==> src/rtl/uop_engine_pkg.sv <==
// Shared definitions for the point-arithmetic microcode sequencer and the
// doubling/addition microcode ROMs: opcode encodings, bank codes, execution
// conditions, field layout and a microword packing helper.
package uop_engine_pkg;

  // Microword layout, msb to lsb: opcode | src1 | src2 | dst | exec
  localparam int UOP_OPC_W    = 6;
  localparam int UOP_BANK_W   = 4;
  localparam int UOP_EXEC_W   = 2;
  localparam int UOP_OPC_LSB  = 14;
  localparam int UOP_SRC1_LSB = 10;
  localparam int UOP_SRC2_LSB = 6;
  localparam int UOP_DST_LSB  = 2;
  localparam int UOP_EXEC_LSB = 0;
  localparam int UOP_FIELDS_W = UOP_OPC_W + 3*UOP_BANK_W + UOP_EXEC_W;

  typedef logic [UOP_OPC_W-1:0]  uop_opc_t;
  typedef logic [UOP_BANK_W-1:0] uop_bank_t;
  typedef logic [UOP_EXEC_W-1:0] uop_exec_t;

  // One-hot opcodes; the low five bits double as the unit select
  localparam uop_opc_t OPCODE_RDY = 6'b10_0000;
  localparam uop_opc_t OPCODE_MUL = 6'b01_0000;
  localparam uop_opc_t OPCODE_SUB = 6'b00_1000;
  localparam uop_opc_t OPCODE_ADD = 6'b00_0100;
  localparam uop_opc_t OPCODE_MOV = 6'b00_0010;
  localparam uop_opc_t OPCODE_CMP = 6'b00_0001;

  // Operand bank codes (point coordinates, temporaries, constants)
  localparam uop_bank_t UOP_SRC_PX = 4'd0;
  localparam uop_bank_t UOP_SRC_PY = 4'd1;
  localparam uop_bank_t UOP_SRC_PZ = 4'd2;
  localparam uop_bank_t UOP_SRC_QX = 4'd3;
  localparam uop_bank_t UOP_SRC_QY = 4'd4;
  localparam uop_bank_t UOP_SRC_QZ = 4'd5;
  localparam uop_bank_t UOP_SRC_T0 = 4'd6;
  localparam uop_bank_t UOP_SRC_T1 = 4'd7;
  localparam uop_bank_t UOP_SRC_T2 = 4'd8;
  localparam uop_bank_t UOP_SRC_T3 = 4'd9;
  localparam uop_bank_t UOP_SRC_A  = 4'd10;
  localparam uop_bank_t UOP_SRC_B  = 4'd11;

  // Destination bank codes (writable banks only)
  localparam uop_bank_t UOP_DST_PX = 4'd0;
  localparam uop_bank_t UOP_DST_PY = 4'd1;
  localparam uop_bank_t UOP_DST_PZ = 4'd2;
  localparam uop_bank_t UOP_DST_T0 = 4'd6;
  localparam uop_bank_t UOP_DST_T1 = 4'd7;
  localparam uop_bank_t UOP_DST_T2 = 4'd8;
  localparam uop_bank_t UOP_DST_T3 = 4'd9;

  // Execution conditions; the two upper codes are reserved and never execute
  localparam uop_exec_t UOP_EXEC_ALWAYS = 2'b00;
  localparam uop_exec_t UOP_EXEC_IF_EQ  = 2'b01;
  localparam uop_exec_t UOP_EXEC_RSV2   = 2'b10;
  localparam uop_exec_t UOP_EXEC_RSV3   = 2'b11;

  // Field order matches the microword bit order, so a cast splits a word
  typedef struct packed {
    uop_opc_t  opc;
    uop_bank_t src1;
    uop_bank_t src2;
    uop_bank_t dst;
    uop_exec_t exec;
  } uop_fields_t;

  typedef enum logic [2:0] {
    ST_IDLE, ST_FETCH, ST_DECODE, ST_ISSUE, ST_WAIT, ST_DONE
  } uop_state_e;

  function automatic logic uop_onehot(input uop_opc_t x);
    return (x != '0) && ((x & (x - uop_opc_t'(1))) == '0);
  endfunction

  function automatic logic [UOP_FIELDS_W-1:0] uop_pack(
    input uop_opc_t opc, input uop_bank_t s1, input uop_bank_t s2,
    input uop_bank_t d, input uop_exec_t ex);
    return {opc, s1, s2, d, ex};
  endfunction

endpackage

==> src/rtl/uop_engine_if.sv <==
// Sequencer bus: start/ready handshake, microcode ROM port and the
// operation issue port to the arithmetic/move/compare units.
// err exists only when UOP_ENGINE_WATCHDOG_EN is defined.
interface uop_engine_if #(
  parameter int UOP_ADDR_W = 6,
  parameter int UOP_W      = 20
);
  logic                  ena;
  logic                  rdy;
  logic [UOP_ADDR_W-1:0] uop_addr;
  logic [UOP_W-1:0]      uop_data;
  logic                  op_ena;
  logic [4:0]            op_sel;
  logic [3:0]            op_src1;
  logic [3:0]            op_src2;
  logic [3:0]            op_dst;
  logic                  op_done;
  logic                  cmp_eq;
`ifdef UOP_ENGINE_WATCHDOG_EN
  logic                  err;
`endif

  // Sequencer side
  modport master (
    input  ena, uop_data, op_done, cmp_eq,
`ifdef UOP_ENGINE_WATCHDOG_EN
    output err,
`endif
    output rdy, uop_addr, op_ena, op_sel, op_src1, op_src2, op_dst
  );

  // Environment side: host, ROM and execution units
  modport slave (
    output ena, uop_data, op_done, cmp_eq,
`ifdef UOP_ENGINE_WATCHDOG_EN
    input  err,
`endif
    input  rdy, uop_addr, op_ena, op_sel, op_src1, op_src2, op_dst
  );
endinterface

==> src/rtl/uop_engine_decode.sv <==
// Combinational microword decoder: splits the fields, flags words that end
// the program (RDY or any non-one-hot opcode) and evaluates the execution
// condition against the current compare flag.
module uop_decode
  import uop_engine_pkg::*;
#(
  parameter int UOP_W = 20
) (
  input  logic [UOP_W-1:0] uop_i,
  input  logic             cmp_flag_i,
  output logic [4:0]       sel_o,
  output uop_bank_t        src1_o,
  output uop_bank_t        src2_o,
  output uop_bank_t        dst_o,
  output logic             term_o,
  output logic             exec_o
);

  uop_fields_t fld;

  // Field split, termination and condition evaluation
  always_comb begin
    fld    = uop_fields_t'(uop_i[UOP_FIELDS_W-1:0]);
    sel_o  = fld.opc[4:0];
    src1_o = fld.src1;
    src2_o = fld.src2;
    dst_o  = fld.dst;
    term_o = !uop_onehot(fld.opc) || fld.opc[5];
    case (fld.exec)
      UOP_EXEC_ALWAYS: exec_o = 1'b1;
      UOP_EXEC_IF_EQ:  exec_o = cmp_flag_i;
      default:         exec_o = 1'b0;
    endcase
  end

endmodule

==> src/rtl/uop_engine.sv <==
// Microcode sequencer for the curve point arithmetic cores. Fetches words
// from a registered ROM, decodes them and issues one operation at a time,
// waiting for the unit's completion pulse. Terminates on RDY, on an illegal
// opcode, or after the last address without wrapping.
// Optional UOP_ENGINE_WATCHDOG_EN adds err and a WDT_CYCLES wait timeout.
module uop_engine
  import uop_engine_pkg::*;
#(
  parameter int UOP_ADDR_W = 6,
  parameter int UOP_W      = 20
`ifdef UOP_ENGINE_WATCHDOG_EN
  ,
  parameter int WDT_CYCLES = 4096
`endif
) (
  input  logic          clk,
  input  logic          rst,
  uop_engine_if.master  bus
);

  localparam logic [UOP_ADDR_W-1:0] ADDR_LAST = '1;

  uop_state_e            state_q;
  logic [UOP_ADDR_W-1:0] addr_q;
  logic                  rdy_q;
  logic                  op_ena_q;
  logic [4:0]            op_sel_q;
  uop_bank_t             src1_q;
  uop_bank_t             src2_q;
  uop_bank_t             dst_q;
  logic                  cmp_q;

  logic [4:0]            dec_sel;
  uop_bank_t             dec_src1;
  uop_bank_t             dec_src2;
  uop_bank_t             dec_dst;
  logic                  dec_term;
  logic                  dec_exec;

`ifdef UOP_ENGINE_WATCHDOG_EN
  localparam int WDT_W = (WDT_CYCLES > 1) ? $clog2(WDT_CYCLES) : 1;
  logic             err_q;
  logic [WDT_W-1:0] wdt_q;
`endif

  uop_decode #(.UOP_W(UOP_W)) u_dec (
    .uop_i      (bus.uop_data),
    .cmp_flag_i (cmp_q),
    .sel_o      (dec_sel),
    .src1_o     (dec_src1),
    .src2_o     (dec_src2),
    .dst_o      (dec_dst),
    .term_o     (dec_term),
    .exec_o     (dec_exec)
  );

  // Sequencer FSM; every output is a register driven from here
  always_ff @(posedge clk or posedge rst) begin
    if (rst) begin
      state_q  <= ST_IDLE;
      addr_q   <= '0;
      rdy_q    <= 1'b1;
      op_ena_q <= 1'b0;
      op_sel_q <= '0;
      src1_q   <= '0;
      src2_q   <= '0;
      dst_q    <= '0;
      cmp_q    <= 1'b0;
`ifdef UOP_ENGINE_WATCHDOG_EN
      err_q    <= 1'b0;
      wdt_q    <= '0;
`endif
    end else begin
      op_ena_q <= 1'b0;
      case (state_q)
        ST_IDLE: begin
          if (bus.ena && rdy_q) begin
            addr_q  <= '0;
            rdy_q   <= 1'b0;
            cmp_q   <= 1'b0;
`ifdef UOP_ENGINE_WATCHDOG_EN
            err_q   <= 1'b0;
`endif
            state_q <= ST_FETCH;
          end
        end
        // ROM output lags the address by one cycle
        ST_FETCH: state_q <= ST_DECODE;
        ST_DECODE: begin
          if (dec_term) begin
            state_q <= ST_DONE;
          end else if (!dec_exec) begin
            // skipped word: advance, but never wrap back to address 0
            if (addr_q == ADDR_LAST) begin
              state_q <= ST_DONE;
            end else begin
              addr_q  <= addr_q + UOP_ADDR_W'(1);
              state_q <= ST_FETCH;
            end
          end else begin
            op_sel_q <= dec_sel;
            src1_q   <= dec_src1;
            src2_q   <= dec_src2;
            dst_q    <= dec_dst;
            op_ena_q <= 1'b1;
            state_q  <= ST_ISSUE;
          end
        end
        ST_ISSUE: begin
`ifdef UOP_ENGINE_WATCHDOG_EN
          wdt_q   <= '0;
`endif
          state_q <= ST_WAIT;
        end
        ST_WAIT: begin
          if (bus.op_done) begin
            if (op_sel_q[0]) cmp_q <= bus.cmp_eq;
            if (addr_q == ADDR_LAST) begin
              state_q <= ST_DONE;
            end else begin
              addr_q  <= addr_q + UOP_ADDR_W'(1);
              state_q <= ST_FETCH;
            end
          end
`ifdef UOP_ENGINE_WATCHDOG_EN
          else if (wdt_q == WDT_W'(WDT_CYCLES - 1)) begin
            err_q   <= 1'b1;
            state_q <= ST_DONE;
          end else begin
            wdt_q <= wdt_q + WDT_W'(1);
          end
`endif
        end
        ST_DONE: begin
          rdy_q    <= 1'b1;
          op_sel_q <= '0;
          state_q  <= ST_IDLE;
        end
        default: state_q <= ST_IDLE;
      endcase
    end
  end

  assign bus.rdy      = rdy_q;
  assign bus.uop_addr = addr_q;
  assign bus.op_ena   = op_ena_q;
  assign bus.op_sel   = op_sel_q;
  assign bus.op_src1  = src1_q;
  assign bus.op_src2  = src2_q;
  assign bus.op_dst   = dst_q;
`ifdef UOP_ENGINE_WATCHDOG_EN
  assign bus.err      = err_q;
`endif

endmodule

==> src/flat_wrapper.sv <==
// flat-port wrapper written by rule: the top's interface ports become plain ports
module uop_engine_flat import uop_engine_pkg::*;
#(
  parameter int UOP_ADDR_W = 6,
  parameter int UOP_W      = 20

)
  (clk, rst, bus_ena, bus_uop_data, bus_op_done, bus_cmp_eq, bus_rdy, bus_uop_addr, bus_op_ena, bus_op_sel, bus_op_src1, bus_op_src2, bus_op_dst);
  uop_engine_if #(.UOP_ADDR_W(UOP_ADDR_W), .UOP_W(UOP_W)) bus_i ();
  input  logic clk;
  input  logic rst;
  input wire logic [$bits(bus_i.ena)-1:0] bus_ena;
  input wire logic [$bits(bus_i.uop_data)-1:0] bus_uop_data;
  input wire logic [$bits(bus_i.op_done)-1:0] bus_op_done;
  input wire logic [$bits(bus_i.cmp_eq)-1:0] bus_cmp_eq;
  output wire logic [$bits(bus_i.rdy)-1:0] bus_rdy;
  output wire logic [$bits(bus_i.uop_addr)-1:0] bus_uop_addr;
  output wire logic [$bits(bus_i.op_ena)-1:0] bus_op_ena;
  output wire logic [$bits(bus_i.op_sel)-1:0] bus_op_sel;
  output wire logic [$bits(bus_i.op_src1)-1:0] bus_op_src1;
  output wire logic [$bits(bus_i.op_src2)-1:0] bus_op_src2;
  output wire logic [$bits(bus_i.op_dst)-1:0] bus_op_dst;
  assign bus_i.ena = bus_ena;
  assign bus_i.uop_data = bus_uop_data;
  assign bus_i.op_done = bus_op_done;
  assign bus_i.cmp_eq = bus_cmp_eq;
  assign bus_rdy = bus_i.rdy;
  assign bus_uop_addr = bus_i.uop_addr;
  assign bus_op_ena = bus_i.op_ena;
  assign bus_op_sel = bus_i.op_sel;
  assign bus_op_src1 = bus_i.op_src1;
  assign bus_op_src2 = bus_i.op_src2;
  assign bus_op_dst = bus_i.op_dst;
  uop_engine #(.UOP_ADDR_W(UOP_ADDR_W), .UOP_W(UOP_W)) u_core (.clk(clk), .rst(rst), .bus(bus_i));
endmodule
==> config.mk <==
export PLATFORM = sky130hd
export DESIGN_NAME = uop_engine_flat
export DESIGN_NICKNAME = d
export VERILOG_FILES = /design/src/rtl/uop_engine_pkg.sv /design/src/rtl/uop_engine_if.sv /design/src/rtl/uop_engine_decode.sv /design/src/rtl/uop_engine.sv /design/src/flat_wrapper.sv
export SDC_FILE = /design/constraint.sdc
export NUM_CORES = 1
export LEC_CHECK = 0
export BUFFER_PORTS_ARGS = -buffer_cell sky130_fd_sc_hd__clkbuf_2
export CELL_PAD_IN_SITES_DETAIL_PLACEMENT = 2
export CELL_PAD_IN_SITES_GLOBAL_PLACEMENT = 2
export CORE_MARGIN = 2
export CORE_UTILIZATION = 31
export CTS_CLUSTER_DIAMETER = 40
export DETAILED_ROUTE_END_ITERATION = 7
export GPL_TIMING_DRIVEN = 0
export PLACE_DENSITY = 0.88
export SYNTH_ARGS = -nofsm -noshare
export SYNTH_HDL_FRONTEND = slang
export SYNTH_SLANG_ARGS = --single-unit
export TNS_END_PERCENT = 100
==> constraint.sdc <==
create_clock -name clk -period 1.9 [get_ports clk]
set_input_delay 0.095 -clock clk [delete_from_list [all_inputs] [get_ports clk]]
set_output_delay 0.095 -clock clk [all_outputs]
set_load 0.02 [all_outputs]
==> flow_metrics.tcl <==
set metrics [dict create \
    final_nets 226 \
    die_area_um2 5650 \
    clock_skew_ns 0.00881 \
    antenna_found_initial 0 \
    yosysTopAreaCell "dfrtp_1" \
    synthTopCellsByArea "dfrtp_1, mux2_1, mux2i_1, nand2_1, nor2_1" \
    cp-end-kind "flop" \
    yosys_warnings 0 \
    die_w_um 75.1 \
    switching_share 0.398 \
    hold_class "in2reg" \
    drive_above_1_share 0.438 \
    antenna_left 0 \
    path_max_fanout 8 \
    avgSynthCellArea_um2 11.2 \
    slew_headroom 0.237 \
    cap_violations 0 \
    synth_most_common_cell "dfrtp_1" \
    antennaDiodeCount 0 \
    grt_pass1_vias 1426 \
    hpwl_um 3040 \
    status "finished clean" \
    finalCriticalPeriod_ns 1.84 \
    synthCells 140 \
    rows 25 \
    gp_congestion 0.776 \
    leakage_uw 0.00105 \
    fmax_ghz 0.543 \
    synth-seq-area-share 0.463 \
    combPwrFrac 0.450 \
    worstHoldStart "bus_uop_data[11]" \
    synth_area_um2 1570 \
    r2r_end "u_core.bus.uop_addr[0]$_DFFE_PP0P_" \
    p_clk_frac 0.237 \
    dieHeight_um 75.1 \
    fin_crit_sh 0.969 \
    wl_per_cell_um 15.6 \
    grt_pass1_wl_um 6640 \
    hold_viol_final 0 \
    ir_worst_vdd_mv 0.571 \
    grt_max_degree 30 \
    crit_required_ns 2.06 \
    start_kind "flop" \
    setup_viol 0 \
    htree_levels 2 \
    vias 1279 \
    grt.overflow.total 0 \
    ys_dominant_reg_cell "dfrtp_1" \
    whs_endpoint "u_core.bus.op_src1[1]$_DFFE_PP0P_" \
    switchingPower_uw 1150 \
    r2r_start "u_core.state_q[1]$_DFFE_PP0P_" \
    drc 0 \
    cts_tree "built" \
    synthDistinctLibCells 45 \
    ios 50 \
    intPower_uw 1740 \
    totalWireLength_um 4170 \
    p_total_uw 2900 \
    core-area_um2 4820 \
    timing.setup.tns_ns 0 \
    insertion_delay_ns 0.29 \
    arrival_ns 2.00 \
    rr_worst_depth 6 \
    place_area_um2 1900 \
    ys_async_sr_fraction 1.00 \
    port-buffer-count 49 \
    ctsLongestPathBuffers 2 \
    cts_root_buf "clkbuf_8" \
    cts_sinks 29 \
    final_cell_area_um2 2070 \
    worst_pin_slew_ns 1.14 \
    ys_ff_latch 29 \
    crit_type "reg2reg" \
    drt-initial-drc-count 14 \
    synth_edf_count 0 \
    finalMaxSlewViolations 0 \
    syn_nets 166 \
    synth_top_area_frac 0.447 \
    numCtsBuffers 5 \
    synthTopCellsByCount "dfrtp_1, nand2_1, nor2_1" \
    seq_power_share 0.313 \
    timing.hold.ws_ns 0.0252 \
    clk_pin_slew_ns 0.07 \
    area.growth.synth_to_final_pct 31.9 \
    p_per_area_nw_per_um2 1400 \
    drtPass1Iterations 4 \
    hold_depth 2 \
    grt_use_total 0.162 \
    start_util 0.326 \
    vias_per_cell 4.77 \
    ctsHoldBuffers 0 \
    worst-r2r-setup-slack_ns 0.06 \
]
layer usage:
layer  wire (µm)  vias up  part of all wire  GRT usage
li1            -      607                 -          -
met1        1700      623              0.41      0.189
met4          96        0             0.023     0.0858
met5           0        -                 0          0
met3         243        8             0.058     0.0428
met2        2130       41              0.51      0.273
worst max path at each step:
stage	startpoint	endpoint	slack, ns	depth (start not counted)
global placement	u_core.state_q[2]$_DFFE_PP0P_	u_core.bus.op_src2[2]$_DFFE_PP0P_	0.005	6
CTS	u_core.state_q[0]$_DFFE_PP0P_	u_core.bus.op_sel[3]$_DFFE_PP0P_	0.01	5
floorplan	u_core.bus.uop_addr[0]$_DFFE_PP0P_	u_core.bus.uop_addr[0]$_DFFE_PP0P_	0.07	7
finish	u_core.state_q[1]$_DFFE_PP0P_	u_core.bus.uop_addr[0]$_DFFE_PP0P_	0.06	6
global route	u_core.state_q[1]$_DFFE_PP0P_	u_core.bus.uop_addr[0]$_DFFE_PP0P_	-0.01	7
detailed placement	u_core.state_q[0]$_DFFE_PP0P_	u_core.bus.op_dst[3]$_DFFE_PP0P_	-0.04	6
final cells by class:
class                      instances  area (µm²)
sequential                        29         728
tap                               67        83.8
clock buffer                       6        82.6
clock inverter                     2        37.5
multi-input combinational         95         776
inverter                          11        41.3
timing repair buffer              53         275
buffer                             5        45.0
fill                             547        2750
sequential cells by signal (all words and copies together), names as in the netlist:
| signal | count |
|---|---|
| u_core.state_q | 3 |
| u_core.bus.op_src2 | 4 |
| u_core.bus.op_sel | 5 |
| u_core.cmp_q | 1 |
| u_core.bus.rdy | 1 |
| u_core.bus.op_ena | 1 |
| u_core.bus.op_src1 | 4 |
| u_core.bus.uop_addr | 6 |
| u_core.bus.op_dst | 4 |
power groups by stage:
stage | Clock [µW] | Sequential, µW | Combinational [µW]
3_3_place_gp | 0 | 905 | 1230
3_5_place_dp | 0 | 917 | 1270
5_1_grt | 732 | 931 | 1450
6_report | 687 | 906 | 1300
2_1_floorplan | 0 | 1060 | 752
4_1_cts | 701 | 907 | 1290
cell families (layout without fill, tap and decap cells):
logic type | count (synthesis) | after routing | synth area share
buffers and inverters | 16 | 77 | 0.0534
multiplexers | 19 | 19 | 0.134
XOR/XNOR | 2 | 2 | 0.0112
flip-flops | 29 | 29 | 0.463
adder cells (fa/ha/maj) | 1 | 1 | 0.00797
AND/OR/NAND/NOR | 52 | 52 | 0.186
AO/OA/AOI/OAI | 21 | 21 | 0.144
critical path, cell delays in order (launching register included):
cell,delay (ns)
dfrtp_1,0.36
buf_4,0.17
nand2b_4,0.15
a221oi_4,0.38
and3_1,0.22
buf_6,0.13
mux2_4,0.30
through the flow:
step           utilization  worst slack, ns  cells
2_1_floorplan            -           0.0709    140
6_report             0.430           0.0581    268
3_5_place_dp         0.394          -0.0432    256
3_3_place_gp         0.394          0.00524    256
5_1_grt              0.430          -0.0100    268
4_1_cts              0.422           0.0105    266
what timing repair did:
action,CTS,global route
resized for setup,0,6
setup buffers,2,2
endpoints found under the setup margin,9,15
pin swaps,1,2
cloned,0,0
layout by cell type, fill, tap and decap left out, types with 2 or more instances in the layout:
cell / Yosys / layout
nand4_1: 3 / 3
nand2_1: 16 / 16
buf_4: 2 / 6
nor2_2: 1 / 2
nor2_1: 14 / 13
mux2i_1: 6 / 6
clkbuf_8: 0 / 6
nand3_1: 3 / 2
dfrtp_1: 28 / 27
a22o_1: 2 / 2
mux2_1: 12 / 12
a32o_1: 2 / 2
a21oi_1: 3 / 3
or2_2: 2 / 2
nor3_1: 2 / 2
clkbuf_2: 0 / 49
buf_6: 2 / 2
nor2b_1: 4 / 3
inv_1: 10 / 10
Power figures use the tool's default switching activity.
